$ cat src/rtl/mips_defs.sv
// Shared MIPS definitions: R-type funct codes, mul/div FSM states, ALUOp constants.
// Used by the EX-stage ALU and the multiply/divide unit.
package mips_defs;

  localparam logic [5:0] FUNCT_MFHI  = 6'b010000;
  localparam logic [5:0] FUNCT_MTHI  = 6'b010001;
  localparam logic [5:0] FUNCT_MFLO  = 6'b010010;
  localparam logic [5:0] FUNCT_MTLO  = 6'b010011;
  localparam logic [5:0] FUNCT_MULT  = 6'b011000;
  localparam logic [5:0] FUNCT_MULTU = 6'b011001;
  localparam logic [5:0] FUNCT_DIV   = 6'b011010;
  localparam logic [5:0] FUNCT_DIVU  = 6'b011011;

  typedef enum logic [1:0] {
    S_IDLE = 2'd0,
    S_RUN  = 2'd1,
    S_FIX  = 2'd2
  } md_state_t;

  localparam logic [2:0] ALUOP_ADD   = 3'd0;
  localparam logic [2:0] ALUOP_SUB   = 3'd1;
  localparam logic [2:0] ALUOP_AND   = 3'd2;
  localparam logic [2:0] ALUOP_OR    = 3'd3;
  localparam logic [2:0] ALUOP_SLT   = 3'd4;
  localparam logic [2:0] ALUOP_RTYPE = 3'd7;

  function automatic logic is_muldiv(input logic [5:0] funct);
    return (funct == FUNCT_MULT) || (funct == FUNCT_MULTU) ||
           (funct == FUNCT_DIV)  || (funct == FUNCT_DIVU);
  endfunction

endpackage

$ cat src/rtl/muldiv_core.sv
// Mul/div datapath: shift-add multiply, restoring divide, sign fix-up on the outputs.
// One radix-2 step per step_i; MULDIV_FAST_MUL_EN loads the full product on load_i instead.
// No flow control; the FSM in muldiv_unit sequences load/step.
import mips_defs::*;

module muldiv_core #(
  parameter int WIDTH = 32
) (
  input  logic             clk,
  input  logic             rst_n,
  input  logic             load_i,
  input  logic             step_i,
  input  logic             is_div_i,
  input  logic             is_signed_i,
  input  logic [WIDTH-1:0] a_i,
  input  logic [WIDTH-1:0] b_i,
  output logic [WIDTH-1:0] hi_o,
  output logic [WIDTH-1:0] lo_o
);

  logic [2*WIDTH-1:0] acc_q, acc_d;
  logic [WIDTH-1:0]   opd_q, opd_d;
  logic               div_q, div_d, qneg_q, qneg_d, rneg_q, rneg_d, bz_q, bz_d;

  logic               sa, sb, ge;
  logic [WIDTH-1:0]   ma, mb, diff, quo, rem;
  logic [WIDTH:0]     t, sum;
  logic [2*WIDTH-1:0] prod;

  assign sa = is_signed_i & a_i[WIDTH-1];
  assign sb = is_signed_i & b_i[WIDTH-1];
  assign ma = sa ? -a_i : a_i;
  assign mb = sb ? -b_i : b_i;

  always_comb begin
    acc_d  = acc_q;
    opd_d  = opd_q;
    div_d  = div_q;
    qneg_d = qneg_q;
    rneg_d = rneg_q;
    bz_d   = bz_q;
    t      = {acc_q[2*WIDTH-1:WIDTH], acc_q[WIDTH-1]};
    ge     = t >= {1'b0, opd_q};
    diff   = t[WIDTH-1:0] - opd_q;
    sum    = {1'b0, acc_q[2*WIDTH-1:WIDTH]} + (acc_q[0] ? {1'b0, opd_q} : '0);
    if (load_i) begin
      div_d  = is_div_i;
      qneg_d = sa ^ sb;
      rneg_d = sa;
      bz_d   = (b_i == '0);
      opd_d  = is_div_i ? mb : ma;
      acc_d  = {{WIDTH{1'b0}}, (is_div_i ? ma : mb)};
`ifdef MULDIV_FAST_MUL_EN
      if (!is_div_i) acc_d = {{WIDTH{1'b0}}, ma} * {{WIDTH{1'b0}}, mb};
`endif
    end else if (step_i) begin
      if (div_q) acc_d = {(ge ? diff : t[WIDTH-1:0]), acc_q[WIDTH-2:0], ge};
      else       acc_d = {sum, acc_q[WIDTH-1:1]};
    end
  end

  // With a zero divisor the remainder ends as |dividend|, so the sign fix returns the raw dividend.
  always_comb begin
    prod = qneg_q ? -acc_q : acc_q;
    quo  = qneg_q ? -acc_q[WIDTH-1:0] : acc_q[WIDTH-1:0];
    rem  = rneg_q ? -acc_q[2*WIDTH-1:WIDTH] : acc_q[2*WIDTH-1:WIDTH];
    hi_o = div_q ? rem : prod[2*WIDTH-1:WIDTH];
    lo_o = div_q ? (bz_q ? '1 : quo) : prod[WIDTH-1:0];
  end

  always_ff @(posedge clk or negedge rst_n) begin
    if (!rst_n) begin
      acc_q  <= '0;
      opd_q  <= '0;
      div_q  <= 1'b0;
      qneg_q <= 1'b0;
      rneg_q <= 1'b0;
      bz_q   <= 1'b0;
    end else begin
      acc_q  <= acc_d;
      opd_q  <= opd_d;
      div_q  <= div_d;
      qneg_q <= qneg_d;
      rneg_q <= rneg_d;
      bz_q   <= bz_d;
    end
  end

endmodule

$ cat src/rtl/muldiv_unit.sv
// EX-stage HI/LO owner and mul/div sequencer (IDLE -> RUN -> FIX); MULDIV_FAST_MUL_EN skips RUN for multiplies.
// Mul/div: DoneE at N+WIDTH+1 (N+1 fast mul); MFHI/MFLO combinational, MTHI/MTLO one edge.
// BusyE stalls the hazard unit while not IDLE; starts seen while busy are ignored.
import mips_defs::*;

module muldiv_unit #(
  parameter int WIDTH = 32,
  parameter int CNT_W = $clog2(WIDTH) + 1
) (
  input  logic             clk,
  input  logic             rst_n,
  input  logic             StartE,
  input  logic [5:0]       FunctE,
  input  logic [WIDTH-1:0] SrcAE,
  input  logic [WIDTH-1:0] SrcBE,
  input  logic             CancelE,
  output logic             BusyE,
  output logic [WIDTH-1:0] MdResultE,
  output logic             DoneE
);

  md_state_t        state_q, state_d;
  logic [CNT_W-1:0] cnt_q, cnt_d;
  logic [WIDTH-1:0] hi_q, hi_d, lo_q, lo_d, core_hi, core_lo;
  logic             go, step, done, is_md, is_div, is_signed;

  assign is_md     = is_muldiv(FunctE);
  assign is_div    = (FunctE == FUNCT_DIV) || (FunctE == FUNCT_DIVU);
  assign is_signed = (FunctE == FUNCT_MULT) || (FunctE == FUNCT_DIV);

  always_comb begin
    state_d = state_q;
    cnt_d   = cnt_q;
    hi_d    = hi_q;
    lo_d    = lo_q;
    go      = 1'b0;
    step    = 1'b0;
    done    = 1'b0;
    case (state_q)
      S_IDLE: begin
        if (StartE && !CancelE) begin
          if (FunctE == FUNCT_MTHI) hi_d = SrcAE;
          if (FunctE == FUNCT_MTLO) lo_d = SrcAE;
          if (is_md) begin
            go    = 1'b1;
            cnt_d = CNT_W'(WIDTH);
`ifdef MULDIV_FAST_MUL_EN
            state_d = is_div ? S_RUN : S_FIX;
`else
            state_d = S_RUN;
`endif
          end
        end
      end
      S_RUN: begin
        if (CancelE) begin
          state_d = S_IDLE;
          cnt_d   = '0;
        end else begin
          step  = 1'b1;
          cnt_d = cnt_q - CNT_W'(1);
          if (cnt_q == CNT_W'(1)) state_d = S_FIX;
        end
      end
      S_FIX: begin
        state_d = S_IDLE;
        cnt_d   = '0;
        // A flush landing on the write-back cycle still suppresses the update.
        if (!CancelE) begin
          hi_d = core_hi;
          lo_d = core_lo;
          done = 1'b1;
        end
      end
      default: state_d = S_IDLE;
    endcase
  end

  // Any muldiv-class issue while busy is already covered by the non-IDLE term.
  assign BusyE = (state_q != S_IDLE);
  assign DoneE = done;

  always_comb begin
    MdResultE = '0;
    if (state_q == S_IDLE && StartE) begin
      if (FunctE == FUNCT_MFHI)      MdResultE = hi_q;
      else if (FunctE == FUNCT_MFLO) MdResultE = lo_q;
    end
  end

  muldiv_core #(.WIDTH(WIDTH)) u_core (
    .clk         (clk),
    .rst_n       (rst_n),
    .load_i      (go),
    .step_i      (step),
    .is_div_i    (is_div),
    .is_signed_i (is_signed),
    .a_i         (SrcAE),
    .b_i         (SrcBE),
    .hi_o        (core_hi),
    .lo_o        (core_lo)
  );

  always_ff @(posedge clk or negedge rst_n) begin
    if (!rst_n) begin
      state_q <= S_IDLE;
      cnt_q   <= '0;
      hi_q    <= '0;
      lo_q    <= '0;
    end else begin
      state_q <= state_d;
      cnt_q   <= cnt_d;
      hi_q    <= hi_d;
      lo_q    <= lo_d;
    end
  end

endmodule

$ cat config.mk
export PLATFORM = sky130hd
export DESIGN_NAME = muldiv_unit
export DESIGN_NICKNAME = d
export VERILOG_FILES = /design/src/rtl/mips_defs.sv /design/src/rtl/muldiv_core.sv /design/src/rtl/muldiv_unit.sv
export SDC_FILE = /design/constraint.sdc
export NUM_CORES = 1
export LEC_CHECK = 0
export ABC_AREA = 1
export CORE_AREA = 2 2 235 237
export DETAILED_ROUTE_END_ITERATION = 12
export DIE_AREA = 0 0 237 239
export PLACE_DENSITY = 0.61
export SKIP_CTS_REPAIR_TIMING = 1
export SLEW_MARGIN = 25
export SYNTH_ARGS = -nofsm -noshare
export SYNTH_HDL_FRONTEND = slang
export SYNTH_SLANG_ARGS = --single-unit
$ cat constraint.sdc
create_clock -name clk -period 3.15 [get_ports clk]
set_input_delay 0.4725 -clock clk [delete_from_list [all_inputs] [get_ports clk]]
set_output_delay 0.4725 -clock clk [all_outputs]
set_load 0.01 [all_outputs]
== After elaboration in Yosys (flattened, before gate mapping) ==
Index checks and enable logic that the tools add are counted.
Cells by class
  multiplexer cells: 41
  $add $sub $neg: 8
  div/mod/pow operators: 0
  $mul: 0
  reduce and logical (&&, ||, !) cells: 18
  bitwise operators: 3
  shift operators: 0
  eq/ne operators: 17
  $lt $le $gt $ge: 1
Operator list (number)
  two-way mux 32 bit: 20
  two-way mux 64 bit: 4
  negator 32 bit: 4
  one-hot mux 32 bit (2 select lines): 2
  negator 64 bit: 1
  == test 6 x 5 -> 1 bit, second input constant: 8
  adder 32 x 33 -> 33 bit: 1
  >= comparator 33 x 32 -> 1 bit: 1
  logical NOT 32 bit: 1
  subtractor 32 bit: 1
  two-way mux 6 bit: 3
  one-hot mux 6 bit (3 select lines): 1
  inequality test 2 bit, second input constant: 5
  two-way mux 2 bit: 4
  AND reduction 4 bit: 2
  == test 6 x 1 -> 1 bit, second input constant: 1
  two-way mux 1 bit: 6
  AND reduction 3 bit: 2
  nonzero test 2 bit: 3
  subtractor 6 x 1 -> 6 bit, second input constant: 1
  logical OR 1 bit: 5
  one-hot mux 2 bit (2 select lines): 1
  inequality test 3 bit, second input constant: 1
  nonzero test 3 bit: 1
  7 further kinds: 9
Storage, ports and cells
  memory bits (read-only): 0
  memory bits (writable): 0
  bits in latches: 0
  logic and storage cells: 98
  flip-flop bits (word level): 172
  memories: 0
  bits of input ports: 74

== Longest topological paths before layout ==
  word-level depth: 8
  mapped depth: 20
  depth with buffers taken out: 18

== By module ==
Synthesis repeated with hierarchy kept, for this count alone.
Unflattened totals
  cells, all modules: 3410
  area total of the unflattened synthesis: 19438.6 um2
By module, submodules not included
  muldiv_core: instances 1, cells each 2820, seq. area each 2502.4 um2, area an instance 15348.5 um2
  muldiv_unit: instances 1, cells each 590, seq. area each 1801.7 um2, area an instance 4090.2 um2

== Least setup slack after synthesis ==
No wires, ideal clock.
  path type: register to register
  from: register u_core.acc_q[0]
  to: register u_core.acc_q[63]
  path buffers: 2
  stages on the path, launching flop included: 21
  setup slack: 0.668 ns
  data arrival time: 2.417 ns
  period minus slack after synthesis: 2.482 ns
  setup time: 0.065 ns
  cells stage by stage: dfrtp_1 > buf_2 > clkbuf_1 > nand2_1 > inv_1 > ha_1 > inv_1 > fa_1 > o21ai_1 > nand2_1 > nand2_1 > nand3_1 > nand2_1 > nand2_1 > nand2_1 > nand2_1 > nand2_1 > nand2_1 > inv_1 > nand2_1 > nand2_1
Between the ends
  cells in the longest elaborated chain, start to end: 5
RTL lines
  start, declared: line muldiv_core.sv:21  | logic [2*WIDTH-1:0] acc_q, acc_d;
  start signal, assigned: line muldiv_core.sv:73  | acc_q <= '0;
  start signal, assigned: line muldiv_core.sv:80  | acc_q <= acc_d;
  two-way mux 32 bit: line muldiv_core.sv:45  | sum = {1'b0, acc_q[2*WIDTH-1:WIDTH]} + (acc_q[0] ? {1'b0, opd_q} : '0);
  adder 32 x 33 -> 33 bit: line muldiv_core.sv:45
  two-way mux 64 bit: line muldiv_core.sv:57  | if (div_q) acc_d = {(ge ? diff : t[WIDTH-1:0]), acc_q[WIDTH-2:0], ge};
  two-way mux 64 bit: line muldiv_core.sv:56  | end else if (step_i) begin
  two-way mux 64 bit: line muldiv_core.sv:46  | if (load_i) begin
No other way between the ends. The select of a mux whose other input is x is not followed.
A chain may end at the register's enable or synchronous reset.

== Worst setup path after layout ==
  from: input port FunctE[0]
  to: output port MdResultE[30]
Between the ends
  cells in the longest elaborated chain, start to end: 4
  elaborated cells on any way between the ends: 5
  those cells by class: 2 x eq/ne; 3 x mux
RTL lines
  start, declared: line muldiv_unit.sv:13  | input logic [5:0] FunctE,
  == test 6 x 5 -> 1 bit: line muldiv_unit.sv:87  | else if (FunctE == FUNCT_MFLO) MdResultE = lo_q;
  two-way mux 32 bit: line muldiv_unit.sv:87
  two-way mux 32 bit (*): line muldiv_unit.sv:86  | if (FunctE == FUNCT_MFHI) MdResultE = hi_q;
  two-way mux 32 bit (*): line muldiv_unit.sv:85  | if (state_q == S_IDLE && StartE) begin
  end, declared: line muldiv_unit.sv:18  | output logic [WIDTH-1:0] MdResultE,
Mark *: on every way between the ends. The rest lies on a longest branch, timed or not.

==> out/summary.md <==
The flow ran to the end, and the final reports show no timing, DRC or antenna violations. The tools report the global-route wire length before repair as 127.6 mm. TritonCTS built the clock tree. The transition time of the tightest slew-check pin was 1.003 ns. Before antenna repair, the detailed router went through 5 iterations. Setup violations remaining at the end of the flow were counted as 0. Overall global routing resource usage: 0.3004. In this run the cell area of the synthesized design comes to 18,770 µm².

Port buffering added 107 buffers. The setup check on the worst reg-to-reg path leaves a slack of 0.32 ns. The run gives 0.50 ns as the worst-skew pair later-pin latency. Setup repair after global routing left no endpoint under its margin.

In the layout the commonest cells are sky130_fd_sc_hd__nand2_1, sky130_fd_sc_hd__inv_1, sky130_fd_sc_hd__nor2_1. After clock tree synthesis, the clock-pin slew on the worst setup and hold paths is 0.08 ns. A synthesized cell averages 5.720 µm².

The die covers 56,640 µm². The layout net count is 3,542, and the highest ir drop seen on vdd is 0.5489 mV. Power spread over the standard cell area amounts to 971.1 nW/µm². In this run the count of I/O pins placed on the die edge is 108.

The gate count of the mapped netlist is 3,282. Most frequent standard cell in the layout excluding fill and tap cells: sky130_fd_sc_hd__nand2_1. The clock period could shrink to 2.975 ns. The worst setup path is launched from a primary input. The placement row count was 86; the vertical die dimension was 239 µm. In this run the number of H-tree levels came out at 4.

The die is 237 µm wide. The critical path goes through clkdlybuf4s50_1, inv_1, nand3_1, nor4_2, buf_12, nand2_1, a21oi_1, clkdlybuf4s50_1. The worst setup path is of the primary input to output pin kind. Setup total negative slack on the finished layout was measured at 0 ns.

The number of buffer and inverter instances along the worst setup path is 4. Total number of vias: 22,460. The number of clock buffers added by TritonCTS is 17.

The top flip-flop cell by instance count after synthesis was sky130_fd_sc_hd__dfrtp_1. The average vias per placed instance is 5.466. The clock passes through at most 2 buffers.

The initial antenna violation count was 1; the placed wire-length estimate was 70.53 mm. The worst setup path is captured at an output pin. Most repeated library cell on the critical path: sky130_fd_sc_hd__clkdlybuf4s50_1. The growth of design area from synthesis to finish is 15.45%, and the number of hold-slack violations in the final timing report is 0. The region available for standard cell placement spans 54,340 µm².

After detailed routing, the average wire length per cell comes to 20.96 µm. The final worst-path cycle share was 0.9445; the synthesis warning total was 0. The cell leakage power was 10.77 nW. The largest incremental delay on the critical path works out to 0.55 ns.

The synthesized design contains 172 register bits. The total global routing overflow was 0. After detailed routing, the number of remaining DRC violations is 0. For the final database, setup skew stands at 0.01768 ns. For this run, the top clock speed supported by timing is 0.3361 GHz.

The number of nets produced by synthesis was 3,432; the total power of the final layout was 21.05 mW. The repair_antennas step left the layout with diodes totalling 0. Counting distinct cell types in the post-synthesis netlist gives 57. For the worst setup path, the data arrival time is 2.50 ns. Kind of path behind the tightest hold check: primary input to async pin.

The worst hold slack across all endpoints came out at 0.4432 ns. The tools report the root buffer cell as sky130_fd_sc_hd__clkbuf_16. The worst slew margin relative to its limit is 0.3314, and the largest net degree at the start of global routing is 90.

The starting DRC count in detailed routing was 2,817. The logs give 0 for the max-cap violation count and 0.3455 for the initial core utilization. The number of flops mapped to enable cells by yosys came out at 0. Family of cells with the greatest summed delay on the critical path: buffers and inverters. For the via count of the first global-routing pass, the log shows 20,480. The run gives 0 as the number of nets with antenna violations after routing. The final layout contains routed wiring with a total length of 86.11 mm. The required time at the endpoint of the critical path was 2.68 ns; the proportion of synthesized flip-flops having asynchronous set or reset was 1.000. The max-slew violation count was 0. The maximum fanout along the worst path was 32; the total clock sinks was 172. Among all stages on the critical path, the largest delay is contributed by sky130_fd_sc_hd__clkdlybuf4s50_1.

The fraction of the yosys area taken by sequential cells is 0.2293, and the layout cell share with drive strength beyond 1 is 0.05257. Routability-driven placement finished with a final weighted congestion of 1.043.
-- synth_stat cells, drive strengths merged, types with 2 or more instances --
library cell  count  area, µm²
nor2            431       1684
or2               6      37.53
ha               74      925.9
nand2          1066       4029
inv             455       1710
a31oi            30      187.7
nor4              4      25.02
a22oi             8      65.06
o21ai           187      950.9
xor2             64      560.5
clkinv            2      7.510
o211ai           35      282.8
nor3             28      140.1
fa                2      40.04
o31ai             3      22.52
buf              47      265.3
and2              3      18.77
o221ai           12      105.1
dfrtp           172       4304
nand4            51      319.1
clkbuf           57      214.0
nand3b            9      67.56
xnor2             9      78.83
nor3b             3      22.52
a21oi           194      974.7
o21a              3      22.52
nand3           302       1526
o22ai             3      18.77
o21bai            9      67.56
a21boi            3      22.52
a21o              5      37.54
-- routing by layer --
layer  share of wire  vias up  track usage
met1            0.44    10390       0.4277
met2            0.42     1174       0.4398
li1                -    10730            -
met5         0.00015        -            0
met3            0.10      161      0.06259
met4           0.040        2       0.1216
-- worst paths after layout --
path,endpoint,from,cells past startpoint
setup / recovery,MdResultE[30],FunctE[0],8
hold / removal,lo_q[12],rst_n,2
setup reg to reg,u_core.acc_q[53],u_core.opd_q[1],15
hold reg to reg,lo_q[17],lo_q[17],2
max in group asynchronous,u_core.div_q,rst_n,3
min in group clk,lo_q[17],lo_q[17],2
-- registers in the layout, summed over array words and instances (netlist names) --
register / flops
cnt_q: 6
hi_q: 32
lo_q: 32
state_q: 2
u_core.acc_q: 64
u_core.bz_q: 1
u_core.div_q: 1
u_core.opd_q: 32
u_core.qneg_q: 1
u_core.rneg_q: 1
-- per-stage QoR --
stage / setup WS [ns] / util / cells / instance area [µm²]
after global routing: 0.02942 / 0.3988 / 4109 / 21670
after floorplan: 0.6679 / - / 3282 / 18770
after detailed placement: 0.1950 / 0.3874 / 4076 / 21050
after CTS: 0.1952 / 0.3987 / 4108 / 21660
final: 0.1747 / 0.3988 / 4109 / 21670
after global placement: 0.2548 / 0.3874 / 4076 / 21050
-- worst register-to-register path, cell delays in order, from the launching register on --
cell and delay, ns:
sky130_fd_sc_hd__dfrtp_1 0.55, sky130_fd_sc_hd__inv_1 0.14, sky130_fd_sc_hd__ha_1 0.37, sky130_fd_sc_hd__nand2_1 0.08
sky130_fd_sc_hd__nor2_1 0.17, sky130_fd_sc_hd__nand3_1 0.11, sky130_fd_sc_hd__nand3_2 0.12, sky130_fd_sc_hd__nand2_1 0.07
sky130_fd_sc_hd__nand2_2 0.10, sky130_fd_sc_hd__nand2_4 0.06, sky130_fd_sc_hd__nand2_4 0.34, sky130_fd_sc_hd__nand2_1 0.22
sky130_fd_sc_hd__nand2_1 0.18, sky130_fd_sc_hd__nand2_1 0.08, sky130_fd_sc_hd__nand3_1 0.08, sky130_fd_sc_hd__nand2_1 0.05
-- where the power goes --
group	total (mW)	switching (mW)	internal (mW)
Combinational	14.4	9.90	4.48
Clock	2.32	1.17	1.15
Sequential	4.35	1.17	3.18
Total	21.0	12.2	8.80
-- cells by family (layout without fill, tap and decap cells) --
kind of cell,count (synthesis),count (layout),synth area share
fa+ha+maj,76,76,0.05145
compound gates,495,495,0.1483
flops,172,172,0.2293
buf+inv,561,684,0.1170
simple gates,1905,1905,0.4199
xor+xnor,73,73,0.03406
-- layout make-up --
cell class | instances | area (µm²)
clock buffers | 17 | 425.4
flip-flops and latches | 172 | 4305
clock inverters | 15 | 187.7
fillers | 6038 | 32670
well taps | 704 | 880.8
inverters | 457 | 1718
repair buffers | 195 | 1861
multi-input cells | 2549 | 12300
Note: power is estimated with default switching activity, not from simulation.
